File: config.mk
export PLATFORM = sky130hd
export DESIGN_NAME = banyan_acq_ctl
export DESIGN_NICKNAME = d
export VERILOG_FILES = /design/src/rtl/banyan_pkg.sv /design/src/rtl/banyan_acq_ctl.sv
export SDC_FILE = /design/constraint.sdc
export NUM_CORES = 1
export LEC_CHECK = 0
export CAP_MARGIN = 30
export CORE_MARGIN = 5
export CORE_UTILIZATION = 52
export DETAILED_ROUTE_END_ITERATION = 16
export PLACE_DENSITY = 0.84
export SLEW_MARGIN = 20
export SYNTH_ARGS = -nofsm -noshare
export SYNTH_HDL_FRONTEND = slang
export SYNTH_SLANG_ARGS = --single-unit
File: constraint.sdc
create_clock -name clk_i -period 2.95 [get_ports clk_i]
set_input_delay 0.885 -clock clk_i [delete_from_list [all_inputs] [get_ports clk_i]]
set_output_delay 0.885 -clock clk_i [all_outputs]
set_load 0.02 [all_outputs]
File: src/rtl/banyan_pkg.sv
// Shared definitions for the banyan capture memory control path.
// Holds the acquisition state encoding and the default lane address width.
package banyan_pkg;

  localparam int unsigned DefaultAw = 12;

  typedef enum logic [2:0] {
    StIdle  = 3'd0,
    StClear = 3'd1,
    StPre   = 3'd2,
    StArmed = 3'd3,
    StPost  = 3'd4,
    StDone  = 3'd5
  } acq_state_e;

endpackage

File: src/rtl/banyan_acq_ctl.sv
// Acquisition sequencer: turns start/stop/trigger into banyan memory reset/run controls,
// enforcing pre-trigger history and post-trigger length, and records the trigger pointer.
module banyan_acq_ctl
  import banyan_pkg::*;
#(
  parameter int unsigned Aw = DefaultAw,
  parameter int unsigned Pw = Aw + 3
) (
  input  logic          clk_i,
  input  logic          rst_ni,
  input  logic          start_i,
  input  logic          stop_i,
  input  logic          trig_i,
  input  logic          trig_en_i,
  input  logic [Pw-1:0] pre_count_i,
  input  logic [Pw-1:0] post_count_i,
  input  logic [Pw-1:0] mem_pointer_i,
  input  logic          mem_rollover_i,
  input  logic          mem_full_i,
  output logic          mem_reset_o,
  output logic          mem_run_o,
  output logic          busy_o,
  output logic          done_o,
  output logic          wrapped_o,
  output logic [Pw-1:0] trig_ptr_o,
  output logic [2:0]    state_o
);

  acq_state_e    state_q, state_d;
  logic [Pw-1:0] cnt_q, cnt_d;
  logic [Pw-1:0] pre_q, pre_d;
  logic [Pw-1:0] post_q, post_d;
  logic [Pw-1:0] trig_ptr_q, trig_ptr_d;
  logic          wrapped_q, wrapped_d;
  logic          start_ok;
  logic          running;

  // Full flag is informational only; the sequencer never reacts to it.
  logic unused_mem_full;
  assign unused_mem_full = mem_full_i;

  assign start_ok = start_i & ~stop_i;
  assign running  = (state_q == StPre) || (state_q == StArmed) || (state_q == StPost);

  always_comb begin
    state_d    = state_q;
    cnt_d      = cnt_q;
    pre_d      = pre_q;
    post_d     = post_q;
    trig_ptr_d = trig_ptr_q;
    wrapped_d  = wrapped_q;

    if (running && mem_rollover_i) begin
      wrapped_d = 1'b1;
    end

    unique case (state_q)
      StIdle, StDone: begin
        if (start_ok) begin
          state_d    = StClear;
          pre_d      = pre_count_i;
          post_d     = post_count_i;
          wrapped_d  = 1'b0;
          trig_ptr_d = '0;
        end
      end
      StClear: begin
        cnt_d   = '0;
        state_d = (pre_q == '0) ? StArmed : StPre;
      end
      StPre: begin
        // Compare against count-1 so a full-scale count never overflows the counter.
        if (cnt_q == pre_q - Pw'(1)) begin
          cnt_d   = '0;
          state_d = StArmed;
        end else begin
          cnt_d = cnt_q + Pw'(1);
        end
      end
      StArmed: begin
        if (trig_i && trig_en_i) begin
          trig_ptr_d = mem_pointer_i;
          cnt_d      = '0;
          state_d    = (post_q == '0) ? StDone : StPost;
        end
      end
      StPost: begin
        if (cnt_q == post_q - Pw'(1)) begin
          cnt_d   = '0;
          state_d = StDone;
        end else begin
          cnt_d = cnt_q + Pw'(1);
        end
      end
      default: state_d = StIdle;
    endcase

    if (stop_i) begin
      state_d = StIdle;
    end
  end

  always_ff @(posedge clk_i) begin
    if (!rst_ni) begin
      state_q    <= StIdle;
      cnt_q      <= '0;
      pre_q      <= '0;
      post_q     <= '0;
      trig_ptr_q <= '0;
      wrapped_q  <= 1'b0;
    end else begin
      state_q    <= state_d;
      cnt_q      <= cnt_d;
      pre_q      <= pre_d;
      post_q     <= post_d;
      trig_ptr_q <= trig_ptr_d;
      wrapped_q  <= wrapped_d;
    end
  end

  // All outputs decode directly from registered state, so none has an input-to-output path.
  assign mem_reset_o = (state_q == StClear);
  assign mem_run_o   = running;
  assign busy_o      = (state_q != StIdle) && (state_q != StDone);
  assign done_o      = (state_q == StDone);
  assign wrapped_o   = wrapped_q;
  assign trig_ptr_o  = trig_ptr_q;
  assign state_o     = state_q;

endmodule

==> results of run 1 <==
metrics by stage:
stage	setup slack [ns]	utilization	total power, mW	hold slack (ns)	instances
2_1_floorplan	0.233	-	1.20	0.456	495
3_3_place_gp	0.150	0.664	1.34	0.476	647
3_5_place_dp	0.119	0.664	1.35	0.480	647
4_1_cts	0.0189	0.695	2.16	0.493	663
5_1_grt	0.0338	0.699	2.26	0.530	664
6_report	0.121	0.699	2.16	0.495	664
synth_stat cells, types with 11 or more instances:
library cell,count,share of area
a22oi_1,15,0.030
a21oi_1,44,0.059
o21ai_0,11,0.015
xnor2_1,24,0.057
nor3_1,12,0.016
nand2_1,101,0.10
clkbuf_1,29,0.029
nor2_1,41,0.041
xor2_1,14,0.033
dfxtp_1,64,0.35
nor4_1,15,0.025
cell families (layout without fill, tap and decap cells):
family | Yosys count | count (layout) | synth area share
and+or+nand+nor | 230 | 230 | 0.301
xor gates and xnor gates | 38 | 38 | 0.0897
AOI/OAI and AO/OA | 109 | 109 | 0.191
muxes | 3 | 3 | 0.00843
DFF | 64 | 64 | 0.345
adders and majority gates | 3 | 3 | 0.0101
buffers and inverters | 48 | 121 | 0.0546
flip-flops by register name, summed over array words and instances (netlist names):
register and flops:
cnt_q 15, post_q 15, pre_q 15, trig_ptr_o 15
state_o 3, wrapped_o 1
critical path, stage by stage (launching register included):
cell             delay (ns)
dfxtp_1                0.53
nor2b_1                0.12
or3_1                  0.38
clkdlybuf4s50_1        0.57
routing by layer:
layer  vias to the layer above  wire, um  GRT usage
li1                       1863         -          -
met1                      1755      4200      0.284
met2                       156      4860      0.400
met3                        27       852     0.0725
met4                         0       230      0.111
met5                         -         0          0
repair_timing:
item                                    4_1_cts  5_1_grt
setup buffers                                 0        1
endpoints found under the setup margin        0       14
gates resized for setup                       0        3
cell type report:
| type | count | area (um2) | share of cell area |
|---|---|---|---|
| Multi-Input combinational cell | 383 | 2240 | 0.466 |
| Sequential cell | 64 | 1280 | 0.267 |
| Timing Repair Buffer | 95 | 913 | 0.190 |
| Clock buffer | 10 | 138 | 0.0287 |
| Tap cell | 96 | 120 | 0.0250 |
| Clock inverter | 6 | 73.8 | 0.0154 |
| Inverter | 10 | 37.5 | 0.00781 |
worst min path at each step:
| stage | start | to | slack (ns) | depth (start not counted) |
|---|---|---|---|---|
| after floorplan | pre_q[12]$_SDFFE_PN0P_ | pre_q[12]$_SDFFE_PN0P_ | 0.46 | 2 |
| after global placement | pre_q[14]$_SDFFE_PN0P_ | pre_q[14]$_SDFFE_PN0P_ | 0.48 | 2 |
| after detailed placement | post_q[1]$_SDFFE_PN0P_ | post_q[1]$_SDFFE_PN0P_ | 0.48 | 2 |
| after CTS | post_q[1]$_SDFFE_PN0P_ | post_q[1]$_SDFFE_PN0P_ | 0.49 | 2 |
| after global routing | pre_q[12]$_SDFFE_PN0P_ | pre_q[12]$_SDFFE_PN0P_ | 0.53 | 2 |
| final | post_q[1]$_SDFFE_PN0P_ | post_q[1]$_SDFFE_PN0P_ | 0.49 | 2 |
where the power goes:
part / leakage [nW] / switching, mW / internal [mW]
logic: 1.18 / 0.211 / 0.214
clock network: 0.108 / 0.391 / 0.425
registers: 0.519 / 0.0315 / 0.886
==> results.cfg, run 1 <==
[setup_path]
crit_required_ns = 2.07
critical_path_class = register to output pin
cp-end-kind = output pin
crit_path_start_kind = register
reg2reg_slack_ns = 0.20
r2r_cells = 10
startpoint = state_o[0]$_SDFFE_PP0P_
cp_max_fo = 10
arrival_ns = 1.94
r2r-end = cnt_q[5]$_SDFFE_PN0P_
worstSetupEndpoint = busy_o
r2r-start = post_q[2]$_SDFFE_PN0P_

[floorplan]
die_h_um = 94.5
rows = 30
boundaryPins = 76
fp.dieArea_um2 = 8930
die_w_um = 94.5
initial_core_util = 0.540
core-area_um2 = 6870

[sta]
tns_ns = 0
hold_viol_final = 0
worst_slew_margin_rel = 0.558
max_clock_freq_mhz = 353
rsz0062_at_grt = no
skew_ns = 0.00822
slew_violations = 0
worst_pin_slew_ns = 0.658
setup_viol = 0
period_share = 0.959
period_minus_slack_ns = 2.83

[synth]
synthArstFlopShare = 0
ys_seq_area_frac = 0.345
ys_seq_elements = 64
syn_nets = 551
syn_avg_cell_area_um2 = 7.50
synth-edff-count = 0
yosys_warnings = 0
synth_area_um2 = 3710
synth_ff_type = dfxtp_1
synthDistinctLibCells = 59
syn_inst = 495

[final_layout]
drive_gt1_frac = 0.0951
final_cell_mix = nand2_1 (101), clkdlybuf4s50_1 (73), dfxtp_1 (64)
mostFrequentLayoutCell = nand2_1
diodes = 0
nFillCells = 525
nNetsFinal = 619
area_growth_pct = 29.4
stdcell_area_um2 = 4800

[placed_design]
dpl.hpwl_um = 7470
routabilityCongestion = 0.862
place_area_um2 = 4560
port_buffers = 74

[clocking]
cts.sinks = 64
clockBufferDepth = 2
root_buffer = clkbuf_8
cts_buffers = 9
cts_hold_buf = 0
cts_tree = done
clock_latency_ns = 0.35
cts.reportedPaths.clkPinSlew_ns = 0.08
htree_levels = 3

[route]
post_drt_wl_per_cell_um = 15.3
dr.pass1.iters = 5
antenna_left = 0
vias = 3801
routed_wl_um = 10100
drc = 0
drtIter0Drc = 317
viasPerCell = 5.72

[global_routing]
grt_pass1_wl_um = 17100
grt_pass1_vias = 3774
globalRouteOverflowTotal = 0
grt.total_usage = 0.240
grt_max_degree = 50
antenna_found_initial = 0

[power_and_ir_drop]
powerDensity_nw_per_um2 = 449
ir_worst_vdd_mv = 0.370
leakagePower_nw = 1.81

[min_path]
hold_class = register to register

[run_status]
outcome = finished, final reports clean

[flow_run]
cap_viol_max_count = 0
Power figures use the tool's default switching activity.
==> inputs of run 2 (changes only) <==
--- a/config.mk
+++ b/config.mk
@@ -7,10 +7,10 @@
 export LEC_CHECK = 0
 export CAP_MARGIN = 30
 export CORE_MARGIN = 5
-export CORE_UTILIZATION = 52
+export CORE_UTILIZATION = 60
 export DETAILED_ROUTE_END_ITERATION = 16
-export PLACE_DENSITY = 0.84
-export SLEW_MARGIN = 20
+export DONT_BUFFER_PORTS = 1
+export PLACE_DENSITY = 0.79
 export SYNTH_ARGS = -nofsm -noshare
 export SYNTH_HDL_FRONTEND = slang
 export SYNTH_SLANG_ARGS = --single-unit
==> run 2 against run 1 <==
Critical path depth grew 7. First-iteration DRC count shrank 30%. Power shrank 2.6%. Setup slack gained 0.065 ns. Maximum frequency grew 2.4%. Final cell count shrank 14%. Sequential power is essentially flat. Register-to-register slack is essentially flat. Combinational power shrank 19%. Sequential share of layout area grew 5.1 points. Count of clock-buffer cells in the layout is the same.
==> results.cfg, run 2 (synthesized netlist as in run 1, its figures left out) <==
[sta]
tns_ns = 0
setup_viol = 0
worst_pin_slew_ns = 0.737
hold_viol_final = 0
max_clock_freq_mhz = 362
hold_slack_ns = 0.487
skew_ns = 0.00888
worst_slew_margin_rel = 0.504
worst_slack_ns = 0.186
period_minus_slack_ns = 2.76
slew_violations = 0
period_share = 0.937
rsz0062_at_grt = no

[global_routing]
globalRouteOverflowTotal = 0
grt_pass1_wl_um = 14600
grt_max_degree = 50
grt_pass1_vias = 3090
grt.total_usage = 0.234
antenna_found_initial = 0

[placed_design]
port_buffers = 0
dpl.cell_count = 550
pre_cts_ws_ns = 0.117
dpl.hpwl_um = 6470
routabilityCongestion = 0.871

[floorplan]
die_h_um = 88.7
die_w_um = 88.7
rows = 28
initial_core_util = 0.623
boundaryPins = 76
core-area_um2 = 5960
fp.dieArea_um2 = 7860

[setup_path]
arrival_ns = 3.00
cp_max_fo = 12
r2r_cells = 10
critPathTopFamily = compound AO/OA/AOI/OAI gates
cp-end-kind = register
slowest_delay_ns = 0.55
crit_required_ns = 3.19
cp_num_buf_inv = 2
crit_cells = 10
crit_path_start_kind = register
slowest_stage = or4_1
crit_chain = or4_1 -> buf_4 -> o31a_1 -> o21ai_0 -> o311ai_2 -> a2111oi_4 -> nor4b_4 -> buf_12 -> a2bb2oi_1 -> a21o_1
critical_path_class = register to register

[clocking]
cts.reportedPaths.clkPinSlew_ns = 0.08
cts_hold_buf = 0
root_buffer = clkbuf_8
htree_levels = 3
clock_latency_ns = 0.34
post-cts-setup-buffers = 0
cts_resized = 0
cts.sinks = 64
clockBufferDepth = 2
cts_tree = done
cts_buffers = 9

[route]
routed_wl_um = 8890
drtIter0Drc = 222
dr.pass1.iters = 5
viasPerCell = 6.01
vias = 3415
post_drt_wl_per_cell_um = 15.6
antenna_left = 0
drc = 0

[min_path]
hold_depth = 2
hold_class = register to register

[power_and_ir_drop]
clockPowerShare = 0.399
p_sw_frac = 0.278
power_switching_mw = 0.585
intPower_mw = 1.52
ir_worst_vdd_mv = 0.464
p_comb_frac = 0.164
leakagePower_nw = 1.50
powerDensity_nw_per_um2 = 522
p_seq_frac = 0.437

[final_layout]
final_cell_mix = nand2_1 (101), dfxtp_1 (64), a21oi_1 (44)
diodes = 0
stdcell_count = 568
nFillCells = 508
mostFrequentLayoutCell = nand2_1
drive_gt1_frac = 0.101
area_growth_pct = 8.46
nNetsFinal = 544

[flow_run]
cap_viol_max_count = 0

[run_status]
outcome = finished, final reports clean
run 2: power groups by stage:
stage,registers (mW),logic [mW],clock network [mW]
6_report,0.918,0.344,0.839
4_1_cts,0.917,0.338,0.851
3_3_place_gp,0.936,0.325,0
3_5_place_dp,0.937,0.334,0
5_1_grt,0.920,0.380,0.899
2_1_floorplan,0.925,0.270,0
run 2: final cells by class:
cell class | count | area (um2) | area share
multi-input combinational | 383 | 2230 | 0.554
sequential | 64 | 1280 | 0.318
inverter | 10 | 37.5 | 0.00932
clock buffer | 10 | 128 | 0.0317
tap | 75 | 93.8 | 0.0233
clock inverter | 6 | 92.6 | 0.0230
timing repair buffer | 20 | 163 | 0.0404
run 2: worst register-to-register path, stage by stage (launching register included):
cell and delay, ns:
dfxtp_1 0.31, or4_1 0.55, buf_4 0.18, o31a_1 0.26, o21ai_0 0.22, o311ai_2 0.16
a2111oi_4 0.42, nor4b_4 0.10, buf_12 0.16, a2bb2oi_1 0.14, a21o_1 0.16
run 2: metrics by stage:
stage	cell area (um2)	utilization	power [mW]
2_1_floorplan	3710	-	1.20
3_3_place_gp	3780	0.634	1.26
3_5_place_dp	3780	0.634	1.27
4_1_cts	4000	0.671	2.11
5_1_grt	4030	0.676	2.20
6_report	4030	0.676	2.10
run 2: path summary, 6_finish.rpt:
kind / start / slack [ns] / to
worst max register to register: post_q[2]$_SDFFE_PN0P_ / 0.19 / cnt_q[6]$_SDFFE_PN0P_
worst min register to register: pre_q[7]$_SDFFE_PN0P_ / 0.49 / pre_q[7]$_SDFFE_PN0P_
worst max-delay path: post_q[2]$_SDFFE_PN0P_ / 0.19 / cnt_q[6]$_SDFFE_PN0P_
worst min-delay path: pre_q[7]$_SDFFE_PN0P_ / 0.49 / pre_q[7]$_SDFFE_PN0P_
run 2: metal layers:
metal / up-vias / global-route usage / part of all wire / routed length, um
met5: - / 0 / 0 / 0
met2: 117 / 0.372 / 0.47 / 4150
met4: 0 / 0.0659 / 0.011 / 96
met1: 1584 / 0.310 / 0.45 / 3980
li1: 1702 / - / - / -
met3: 12 / 0.0680 / 0.075 / 663
==> variant 1 (flow settings as in run 2) <==
Reset style: asynchronous (`rst_ni`), changed in one clocked block.
--- a/src/rtl/banyan_acq_ctl.sv
+++ b/src/rtl/banyan_acq_ctl.sv
@@ -101,5 +101,5 @@
   end
 
-  always_ff @(posedge clk_i) begin
+  always_ff @(posedge clk_i or negedge rst_ni) begin
     if (!rst_ni) begin
       state_q    <= StIdle;
Check against the original RTL: differs if rst_ni is asserted again (counterexample within 4 cycles, from zero or initial values and one cycle with rst_ni low); with rst_ni held inactive, the same outputs for 10 cycles.
==> variant 1 against run 2 <==
- the run now ends with negative setup slack left
- design area rose by 14%
- setup slack got worse by 240 ps
- routed wire length rose by 9.5%
- maximum frequency fell by 7.9%
- synthesized area rose by 7.5%
- count of clock-buffer cells in the layout fell by 1
- sequential cell count did not move
- critical path type unchanged
Power is not compared: it rests on default switching activity, and its combinational part moved more than twofold at a synthesized area within 25%.
==> variant 1: results (changes against run 2) <==
outcome=finished, violations left (was completed); failing checks=negative setup slack; Clock Skews=11.4 ps (was 8.88 ps); Sequential Area=1600 µm² (was 1280 µm²); drt first pass iters=6 (was 5); Seq/Total Area, Yosys=40.1% (was 34.5%); Final WS setup=-52.4 ps (was 186 ps); Area after DPL=4210 µm² (was 3780 µm²); global-route wire length before repair=16.3 mm (was 14.6 mm); Final setup viols=2 (was 0); post-DP HPWL=6.83 mm (was 6.47 mm); slew margin rel.=44.0% (was 50.4%); asr flop ratio synth=100% (was 0%); Layout clock area frac=4.89% (was 5.47%); PnR Total Power=5.05 mW; Post-Syn Nets=546 (was 551); routability cong.=0.947 (was 0.871); worst skew pair latency=360 ps (was 340 ps); Setup TNS Final=-71.2 ps (was 0 ps); Inverters=16 (was 10); Mapped Avg Cell Area=8.14 µm² (was 7.50 µm²); fillers=467 (was 508); Max FO, Critical Path=13 (was 12); largest net degree at the start of global routing=65 (was 50); Seq cells=64 (unchanged); Non-Clock Buffer Area Fraction=6.56% (was 4.04%); multi-input gate share of total cell area=50.1% (was 55.4%); Post-Layout Cell Count=591 (was 568); pre-CTS WS=-219 ps (was 117 ps); initial drt markers=267 (was 222); Reg2Reg Depth=11 (was 10); nets=565 (was 544); final wirelength=9.73 mm (was 8.89 mm); fraction of final layout cells with drive strength greater than 1=17.1% (was 10.1%); tap cells=77 (was 75); WHS=213 ps (was 487 ps); Seq area share=35.0% (was 31.8%); post-synthesis cell type count=63 (was 59); crit path DAT=3250 ps (was 3000 ps)
[variant 1: logic make-up after synthesis]
logic type | synth area share (%)
AND/OR/NAND/NOR | 30.0
AO/OA/AOI/OAI | 15.4
flip-flops | 40.1
buffers and inverters | 5.39
XOR/XNOR | 6.80
multiplexers | 1.29
adder cells (fa/ha/maj) | 0.941
[variant 1: repair_timing]
action | in CTS | in global routing
pin swaps | 3 | 3
hold endpoints to repair | 0 | 0
endpoints found under the setup margin | 16 | 16
gates cloned | 1 | 0
hold buffers | 0 | 0
buffers inserted | 2 | 2
gates resized for setup | 11 | 11
[variant 1: routing by layer]
layer	GRT usage, %	part of all wire, %
met5	0	0
met1	29.5	41
met4	11.8	3.1
met2	38.8	49
met3	5.29	6.8
[variant 1: critical path, cell delays in order, from the launching register on]
cell	delay, ps
dfrtp_1	400
inv_2	90
ha_4	160
or4b_4	480
or4_4	450
and4b_1	280
nor3_2	60
a2111oi_4	280
buf_4	210
o22ai_4	130
a21o_1	190
a22o_1	170
==> variant 2 (settings of run 2) <==
Made on the original files. Set the package constant `DefaultAw` to 11 (it was 12).
--- a/src/rtl/banyan_pkg.sv
+++ b/src/rtl/banyan_pkg.sv
@@ -3,5 +3,5 @@
 package banyan_pkg;
 
-  localparam int unsigned DefaultAw = 12;
+  localparam int unsigned DefaultAw = 11;
 
   typedef enum logic [2:0] {
Ports: changed (resized mem_pointer_i, post_count_i, pre_count_i and trig_ptr_o); port bits go from 76 to 72. The function was not compared with the original's and may differ.
==> variant 2 against run 2 <==
- combinational power shrank 10%
- design area shrank 0.34%
- routed wire length shrank 5.9%
- final cell count shrank 3.2%
- synthesized area shrank 2.4%
- setup slack lost 90 ps
- sequential cell count shrank 4
- utilization grew 0.57 points
- clock power shrank 11%
- total power shrank 9.1%
- critical path depth grew 1
- sequential power shrank 6.8%
- largest power group unchanged
==> variant 2: results (changes against run 2) <==
Reg2Reg Depth=11 (was 10); pre-CTS WS=102 ps (was 117 ps); Hold Startpoint=pre_q[13] (was pre_q[7]); Max VDD drop=425 µV (was 464 µV); nets=523 (was 544); hold endpoint=pre_q[13] (was pre_q[7]); Clock Skews=12.4 ps (was 8.88 ps); WHS=490 ps (was 487 ps); vias in the first global route=3239 (was 3090); post-CTS setup buffer count=0 (unchanged); GRT Util Overall=22.5% (was 23.4%); DR vias=3278 (was 3415); Fmax=350 MHz (was 362 MHz); R2R Setup Slk=100 ps (was 190 ps); commonest cells in the netlist=nand2_1, dfxtp_1, a21boi_0 (was nand2_1, dfxtp_1, a21oi_1); global-route wire length before repair=13.9 mm (was 14.6 mm); crit path DAT=3080 ps (was 3000 ps); drt first pass iters=4 (was 5); placed cells=534 (was 550); post-synthesis cell type count=56 (was 59); ys flop type=dfxtp_1 (unchanged); cells after synthesis=468 (was 495); M1 GR Usage=28.0% (was 31.0%); routability cong.=0.843 (was 0.871); Synth area leaders=dfxtp_1, nand2_1, a21boi_0, xnor2_1, xor2_1 (was dfxtp_1, nand2_1, a21oi_1, xnor2_1, nor2_1); Reg2Reg Capture Point=cnt_q[11] (was cnt_q[6]); post-DP HPWL=6.17 mm (was 6.47 mm); leakage power=1.61 nW (was 1.50 nW); initial drt markers=229 (was 222); Routed WL per cell=15.2 µm (was 15.6 µm); outcome=completed (unchanged); largest net degree at the start of global routing=48 (was 50); fraction of final layout cells with drive strength greater than 1=11.8% (was 10.1%); M2 GR Usage=35.2% (was 37.2%); GR Util met3=7.06% (was 6.80%); Sw Share=28.3% (was 27.8%); Reg-to-Reg Start=pre_q[0] (was post_q[2]); final wirelength=8.36 mm (was 8.89 mm); slew margin rel.=62.4% (was 50.4%); Max FO, Critical Path=21 (was 12); Seq/Total Area, Yosys=33.1% (was 34.5%); fillers=489 (was 508); cts hold-fix bufs=0 (unchanged)
## variant 2: cell count changes after synthesis, moves of 6 or more
cell / run 2 / this run
nand3_1: 10 / 25
o21ai_0: 11 / 4
nand2_1: 101 / 93
a21oi_1: 44 / 7
xnor2_1: 24 / 17
a22oi_1: 15 / 1
o21bai_1: 2 / 8
nor3b_1: 3 / 9
nor4_1: 15 / 8
nand2b_1: 4 / 10
nor2_1: 41 / 18
a21boi_0: 0 / 43
## variant 2: final cells by class
type                    instances  area share, %
clock inverters                 6           1.81
clock buffers                  10           3.18
well taps                      75           2.34
repair buffers                 26           5.18
flip-flops and latches         60           29.9
inverters                      10          0.935
multi-input cells             363           56.6
## variant 2: logic make-up after synthesis
logic type      after synthesis  synth area share [%]
buf+inv                      45                  5.01
compound gates               99                  20.1
mux                           6                  1.76
fa+ha+maj                     3                  1.04
xor+xnor                     35                  8.84
flops                        60                  33.1
simple gates                220                  30.1
## variant 2: metal layers
metal / share of wire, % / wire length (µm)
met5: 0 / 0
met4: 2.7 / 228
met3: 7.6 / 635
met2: 45 / 3800
met1: 44 / 3700
## variant 2: power groups by stage
stage               logic (mW)  clock network [mW]  registers, mW
finish                   0.308               0.747          0.856
global route             0.338               0.803          0.859
CTS                      0.300               0.757          0.855
detailed placement       0.298                   0          0.874
global placement         0.288                   0          0.873
floorplan                0.237                   0          0.871
## variant 2: worst max-delay path by stage
stage              start        end  cells past startpoint
3_5_place_dp    pre_q[0]  cnt_q[11]                     11
6_report        pre_q[0]  cnt_q[11]                     11
5_1_grt         pre_q[3]  cnt_q[11]                     11
4_1_cts        post_q[2]  cnt_q[11]                      9
3_3_place_gp   post_q[2]  cnt_q[11]                      9
2_1_floorplan   pre_q[0]  cnt_q[10]                     11
## variant 2: worst reg2reg max path: cells and delay by family, from the launching register on
family                   cells  cell delay, ps
XOR/XNOR                     1             130
buffers and inverters        2             220
flip-flops                   1             330
AO/OA/AOI/OAI                4            1030
AND/OR/NAND/NOR              3             740
adder cells (fa/ha/maj)      1             300
## variant 2: timing repair
item	in CTS	in global routing
endpoints found under the setup margin	0	3
gates resized for setup	0	6
endpoints found under the hold margin	0	0
## variant 2: stage by stage
stage | area [µm²] | utilization, %
finish | 4010 | 68.2
global placement | 3780 | 64.3
CTS | 3980 | 67.7
global route | 4010 | 68.2
floorplan | 3620 | -
detailed placement | 3780 | 64.3
